===== config.mk =====
export PLATFORM = sky130hd
export DESIGN_NAME = seg_scan_driver
export DESIGN_NICKNAME = d
export VERILOG_FILES = /design/src/rtl/seg_pkg.sv /design/src/rtl/scan_counter.sv /design/src/rtl/seg_scan_driver.sv
export SDC_FILE = /design/constraint.sdc
export NUM_CORES = 1
export LEC_CHECK = 0
export ABC_CLOCK_PERIOD_IN_PS = 3800
export CAP_MARGIN = 25
export CORE_MARGIN = 2
export CORE_UTILIZATION = 40
export CTS_BUF_LIST = sky130_fd_sc_hd__clkbuf_4
export DETAILED_ROUTE_END_ITERATION = 7
export HOLD_SLACK_MARGIN = 0.12
export PLACE_DENSITY_LB_ADDON = 0.1
export SYNTH_ARGS = -nofsm -noshare
export SYNTH_HDL_FRONTEND = slang
export SYNTH_SLANG_ARGS = --single-unit

===== constraint.sdc =====
create_clock -name clk -period 3.8 [get_ports clk]
set_input_delay 0.76 -clock clk [delete_from_list [all_inputs] [get_ports clk]]
set_output_delay 0.76 -clock clk [all_outputs]
set_load 0.01 [all_outputs]

===== src/rtl/seg_pkg.sv =====
// Shared constants and types for the seven-segment scan driver.
package seg_pkg;
  localparam int DIGITS       = 8;
  localparam int GROUP_DIGITS = 4;
  localparam int NUM_GROUPS   = DIGITS / GROUP_DIGITS;
  localparam int SLOT_W       = $clog2(GROUP_DIGITS);
  localparam int DIG_W        = $clog2(DIGITS);

  // Segment order MSB..LSB is {a,b,c,d,e,f,g,dp}, active-high.
  typedef logic [7:0] seg_t;

  localparam seg_t SEG_0   = 8'b1111_1100;
  localparam seg_t SEG_2   = 8'b1101_1010;
  localparam seg_t SEG_OFF = 8'h00;
endpackage


===== src/rtl/scan_counter.sv =====
// Slot timebase: divides clk into digit slots and flags blanking and frame start.
module scan_counter
  import seg_pkg::*;
#(
  parameter int SCAN_DIV     = 100_000,
  parameter int BLANK_CYCLES = 1_000
) (
  input  logic              clk,
  input  logic              rst,
  output logic [SLOT_W-1:0] slot,
  output logic              in_blank,
  output logic              frame_tick
);
  localparam int DW = $clog2(SCAN_DIV);
  localparam logic [DW-1:0] LAST    = DW'(SCAN_DIV - 1);
  localparam logic [DW-1:0] BLANK_W = DW'(BLANK_CYCLES);

  logic [DW-1:0] div_cnt;

  // Slot counter wraps naturally since GROUP_DIGITS is a power of two.
  always_ff @(posedge clk) begin
    if (rst) begin
      div_cnt <= '0;
      slot    <= '0;
    end else if (div_cnt == LAST) begin
      div_cnt <= '0;
      slot    <= slot + 1'b1;
    end else begin
      div_cnt <= div_cnt + 1'b1;
    end
  end

  assign in_blank   = div_cnt < BLANK_W;
  assign frame_tick = (div_cnt == '0) && (slot == '0);
endmodule


===== src/rtl/seg_scan_driver.sv =====
// Two-group time-multiplexed seven-segment driver with frame shadowing and slot blanking.
module seg_scan_driver
  import seg_pkg::*;
#(
  parameter int SCAN_DIV     = 100_000,
  parameter int BLANK_CYCLES = 1_000
) (
  input  logic        clk,
  input  logic        rst,
  input  logic        enable,
  input  logic [63:0] digits_in,
  input  logic [7:0]  blank_mask,
  output logic [7:0]  seg_right,
  output logic [7:0]  seg_left,
  output logic [7:0]  tub_sel,
  output logic        frame_start
);
  logic [SLOT_W-1:0] slot;
  logic              in_blank;
  logic              frame_tick;

  seg_t [DIGITS-1:0] shadow_dig;
  logic [DIGITS-1:0] shadow_mask;

  logic [NUM_GROUPS-1:0][GROUP_DIGITS-1:0] tub_nxt;
  seg_t [NUM_GROUPS-1:0]                   seg_nxt;

  scan_counter #(
    .SCAN_DIV     (SCAN_DIV),
    .BLANK_CYCLES (BLANK_CYCLES)
  ) u_cnt (
    .clk        (clk),
    .rst        (rst),
    .slot       (slot),
    .in_blank   (in_blank),
    .frame_tick (frame_tick)
  );

  // Every group scans the same slot index within its own block of digits.
  for (genvar g = 0; g < NUM_GROUPS; g++) begin : g_grp
    logic [DIG_W-1:0] idx;
    logic             lit;
    assign idx        = DIG_W'(g * GROUP_DIGITS) + DIG_W'(slot);
    assign lit        = enable && !in_blank && !shadow_mask[idx];
    assign tub_nxt[g] = lit ? ({{(GROUP_DIGITS-1){1'b0}}, 1'b1} << slot) : '0;
    assign seg_nxt[g] = lit ? shadow_dig[idx] : SEG_OFF;
  end

  always_ff @(posedge clk) begin
    if (rst) begin
      shadow_dig  <= '0;
      shadow_mask <= '0;
      tub_sel     <= '0;
      seg_right   <= SEG_OFF;
      seg_left    <= SEG_OFF;
      frame_start <= 1'b0;
    end else begin
      // Inputs are only sampled at the frame boundary so a frame never tears.
      if (frame_tick) begin
        shadow_dig  <= digits_in;
        shadow_mask <= blank_mask;
      end
      frame_start <= frame_tick;
      tub_sel     <= tub_nxt;
      seg_right   <= seg_nxt[0];
      seg_left    <= seg_nxt[1];
    end
  end
endmodule


=== Word-level counts from Yosys, hierarchy flattened ===
Index checks and enable logic that the tools add are counted.

* Multiplexer cells: 8
* Bitwise gates (word level): 2
* Multipliers: 0
* Shift operators: 1
* Equality and inequality tests: 1
* Reductions and logical operators: 12
* Order comparisons: 3
* Add/sub/neg operators: 3
* Divide/modulo/power cells: 0

{| class="wikitable"
|+ Operator list
! operator !! number
|-
| $bmux 8 s3 || 1
|-
| $add 17x1->17 const B || 1
|-
| $eq 17x17->1 const B || 1
|-
| $logic_not 17->1 || 1
|-
| $lt 17x10->1 const B || 1
|-
| $bmux 8 s2 || 1
|-
| $mux 8 || 2
|-
| $reduce_or 2->1 || 3
|-
| $logic_and 1x1->1 || 4
|-
| $lt 2x4->1 const B || 1
|-
| $lt 3x4->1 const B || 1
|-
| $shl 1x2->4 const A || 1
|-
| $add 3x2->3 const A || 1
|-
| $bmux 1 s3 || 1
|-
| $logic_not 1->1 || 3
|-
| $add 2x1->2 const B || 1
|-
| $bmux 1 s2 || 1
|-
| $logic_not 2->1 || 1
|-
| $mux 1 || 2
|-
| $not 1->1 || 2
|}

* Bits in latches: 0
* Flip-flop bits (word level): 116
* Output and inout port bits: 25
* Word-level logic and storage cells: 46
* Memories: 0
* ROM bits: 0
* Bits in writable memories: 0
* Input port bits: 75

=== Logic depth before layout (Yosys ltp) ===
* Word-level depth: 7
* Depth in mapped cells: 9
* Gate-level depth less buffers: 6

=== By module ===
A second synthesis with hierarchy kept.

* Cells, all modules: 428
* Area, all modules: 4660.7 um^2

{| class="wikitable"
|+ Modules (own cells, without submodules)
! module !! instances !! cells each !! area an instance (um^2) !! sequential area each (um^2)
|-
| seg_scan_driver || 1 || 317 || 3708.6 || 1941.9
|-
| scan_counter || 1 || 111 || 952.2 || 380.4
|}

=== Worst setup path before layout ===
Ideal clock, no wire load.

* Kind: flip-flop to flip-flop
* Start point: register u_cnt.slot[0]
* End point: register shadow_dig[0] in the netlist's numbering
* Setup time: 0.132 ns
* Cell stages (with the launch flop): 10
* Setup slack: 1.532 ns
* Buffers on the path: 4
* Arrival: 2.135 ns
* Clock period less this slack: 2.268 ns
* Required time: 3.668 ns
* Cell sequence: dfxtp_1 -> buf_2 -> clkbuf_1 -> inv_1 -> ha_1 -> and4_1 -> buf_2 -> clkbuf_1 -> nand3_1 -> a21oi_1

* Longest elaborated chain between the ends: 2

{| class="wikitable"
|+ RTL lines
! what !! line !! RTL
|-
| from (decl) || scan_counter.sv:10 || <nowiki>output logic [SLOT_W-1:0] slot,</nowiki>
|-
| from (signal assigned) || scan_counter.sv:27 || <nowiki>slot <= slot + 1'b1;</nowiki>
|-
| $logic_not 2->1 || scan_counter.sv:34 || <nowiki>assign frame_tick = (div_cnt == '0) && (slot == '0);</nowiki>
|-
| $logic_and 1x1->1 || scan_counter.sv:34 ||
|-
| to (signal assigned) || seg_scan_driver.sv:60 || <nowiki>shadow_dig <= digits_in;</nowiki>
|-
| to (decl) || seg_scan_driver.sv:22 || <nowiki>seg_t [DIGITS-1:0] shadow_dig;</nowiki>
|}

Every way passes these cells.
A chain may end at the register's enable or synchronous reset.

=== Final worst setup path ===
* Start point: register u_cnt.div_cnt[14]
* End point: register u_cnt.div_cnt[12]

* Longest elaborated chain between the ends: 2

{| class="wikitable"
|+ RTL lines
! what !! line !! RTL
|-
| from (decl) || scan_counter.sv:18 || <nowiki>logic [DW-1:0] div_cnt;</nowiki>
|-
| from (signal assigned) || scan_counter.sv:29 || <nowiki>div_cnt <= div_cnt + 1'b1;</nowiki>
|-
| $eq 17x17->1 || scan_counter.sv:25 || <nowiki>end else if (div_cnt == LAST) begin</nowiki>
|-
| $reduce_or 2->1 (no source line) || - ||
|}

Every way passes these cells.

==> flow_summary.json <==
{
  "path_depth": 4,
  "grt_pass1_wl_um": 19800,
  "status": "complete, no violations",
  "coreArea_mm2": 0.01186,
  "drv_slew": 0,
  "clk_pin_slew_ps": 100,
  "dieHeight_um": 113.6,
  "p_sw_uw": 649.8,
  "cp-end-kind": "flop",
  "crit_type": "flop to flop",
  "clk_path_buf_depth": 2,
  "timing.hold.ws_ps": 474.2,
  "final_cell_mix": "116 x dfxtp_1, 98 x clkdlybuf4s50_1, 77 x nand3_1",
  "layout-drive-gt1-share": 0.1008,
  "layout_commonest_cell": "dfxtp_1",
  "clkLatencyLatePin_ps": 540,
  "areaGrowthSynthToFinish_pct": 28.48,
  "intPower_mw": 2.043,
  "ant_nets": 0,
  "hp-class": "flop to flop",
  "cts_resized": 0,
  "fillers": 1116,
  "nets": 683,
  "cts_buffers": 17,
  "wl_per_cell_um": 15.99,
  "crit_required_ps": 4190,
  "n_antenna_cell": 0,
  "crit_arrival_ps": 3150,
  "path_delay_family": "simple AND/OR/NAND/NOR gates",
  "setup_viol": 0,
  "syn_area_per_cell_um2": 9.147,
  "max_slew_margin": 0.3841,
  "die_area_mm2": 0.01290,
  "place.gp.congestion": 0.8130,
  "ir_drop_v": 0.0001970,
  "power.total_mw": 2.692,
  "period_minus_slack_ps": 2767,
  "grt_pass1_vias": 3965,
  "place_area_mm2": 0.005839,
  "avgViaCountPerCell": 5.440,
  "grt_max_degree": 76,
  "finalClockSkew_ps": 20.24,
  "drv_cap": 0,
  "post_synth_instance_area_mm2": 0.004802,
  "slowest_stage": "o41ai_4",
  "via_count": 4145,
  "initial_core_util": 0.4049,
  "synth.distinct_cells": 31,
  "ys_warn_count": 0,
  "synth-seq-cells": 116,
  "swShare": 0.2413,
  "hold_buffers": 0,
  "grt_usage": 0.1951,
  "critPathLaunchType": "flop",
  "comb_power_share": 0.118,
  "fin_setup_tns_ps": 0,
  "drt_iter0_drc": 167,
  "htreeDepth": 4,
  "finalWirelength_um": 12180,
  "num_rows": 40,
  "fin_area_mm2": 0.006170,
  "syn_inst": 525,
  "power_density_mw_per_mm2": 436.4,
  "power_frac_seq": 0.491,
  "cts_tree": "done",
  "dp_hpwl_um": 7806,
  "syn_nets": 606,
  "overflow": 0,
  "portBuffers": 99,
  "p_clk_frac": 0.391,
  "drc": 0,
  "grt_antenna_before_repair": 0,
  "crit_chain": "or3_4, or4_4, o41ai_4, nor3_1",
  "finalCritPeriodShare": 0.7281,
  "cts-root-buf": "clkbuf_4",
  "final_core_util": 0.5201,
  "die_w_um": 113.6,
  "reg2regPathDepth": 4,
  "p_leak_nw": 2.137,
  "dr.pass1.iters": 4,
  "slowest_delay_ps": 950,
  "worst_pin_slew_ps": 920.7,
  "fmax_mhz": 361.5,
  "cts_setup_buffers": 0,
  "hold_viol": 0,
  "cts_sinks": 116,
  "ys_seq_area_frac": 0.4836,
  "worstPathMaxFanout": 74,
  "path_buf_inv": 0,
  "hold_depth": 2,
  "rsz0062_at_grt": "false",
  "io_pins": 100
}
## per-stage QoR
| stage | instances | setup WS [ps] |
|---|---|---|
| 2_1_floorplan | 525 | 1532 |
| 3_3_place_gp | 730 | 1061 |
| 3_5_place_dp | 730 | 1002 |
| 4_1_cts | 762 | 992.6 |
| 5_1_grt | 762 | 866.4 |
| 6_report | 762 | 1033 |
## synthesized netlist by cell type
master,n,share of area
or4_4,1,0.0023
nor2_1,30,0.023
buf_2,3,0.0031
or3_1,2,0.0026
o41ai_4,1,0.0057
buf_6,2,0.0047
xnor2_1,11,0.020
nor4b_1,1,0.0018
nand4_1,7,0.0091
dfxtp_1,116,0.48
a31oi_1,1,0.0013
o311a_1,1,0.0021
nor3_1,5,0.0052
mux2_2,1,0.0023
ha_1,6,0.016
and4_1,3,0.0055
nor3b_1,1,0.0016
nor2b_1,16,0.021
xor2_1,3,0.0055
nor4_2,2,0.0052
mux4_2,18,0.084
nand2_1,9,0.0070
clkbuf_1,44,0.034
or3_4,1,0.0023
nand2b_1,1,0.0013
mux2i_1,1,0.0021
inv_1,11,0.0086
o21ai_0,72,0.075
a21oi_1,72,0.075
nand3_1,77,0.080
nor4_1,6,0.0078
## registers in the layout, indices dropped and copies added, names as in the netlist
signal and count:
frame_start 1, seg_left 8, seg_right 8, shadow_dig 64
shadow_mask 8, tub_sel 8, u_cnt.div_cnt 17, u_cnt.slot 2
## layout make-up
| cell class | instances | area, um^2 | area share |
|---|---|---|---|
| clock inverter | 13 | 187.7 | 0.03042 |
| tap | 147 | 183.9 | 0.02981 |
| sequential | 116 | 2322 | 0.3764 |
| multi-input combinational | 349 | 2246 | 0.3640 |
| inverter | 11 | 41.29 | 0.006692 |
| clock buffer | 19 | 142.6 | 0.02312 |
| timing repair buffer | 107 | 1046 | 0.1695 |
## cells by family after synthesis
kind of cell	Yosys count	synth area share
xor+xnor	14	0.02553
buf+inv	60	0.05081
compound gates	147	0.1592
fa+ha+maj	6	0.01563
mux	20	0.08885
flops	116	0.4836
simple gates	162	0.1764
## tightest hold or removal path: stages (launching register included)
cell	delay [ps]
dfxtp_1	310
o21ai_0	60
a21oi_1	60
## power groups by stage
| stage | logic, mW | clock network [mW] | registers (mW) |
|---|---|---|---|
| CTS | 0.320 | 1.07 | 1.32 |
| global placement | 0.315 | 0 | 1.35 |
| floorplan | 0.196 | 0 | 1.34 |
| detailed placement | 0.319 | 0 | 1.35 |
| global route | 0.351 | 1.13 | 1.33 |
| finish | 0.317 | 1.05 | 1.32 |
## final timing paths
path	start	endpoint	slack [ps]
hold / removal	shadow_dig[17]	shadow_dig[17]	470
hold reg to reg	shadow_dig[17]	shadow_dig[17]	470
setup reg to reg	u_cnt.div_cnt[14]	u_cnt.div_cnt[12]	1030
setup / recovery	u_cnt.div_cnt[14]	u_cnt.div_cnt[12]	1030
## metal layers
| layer | global-route usage | up-vias | share of wire |
|---|---|---|---|
| met4 | 0.06098 | 0 | 0.011 |
| li1 | - | 2035 | - |
| met2 | 0.3070 | 110 | 0.48 |
| met1 | 0.2625 | 1986 | 0.47 |
| met5 | 0 | - | 0 |
| met3 | 0.05473 | 14 | 0.046 |
(Power assumes the default switching activity.)
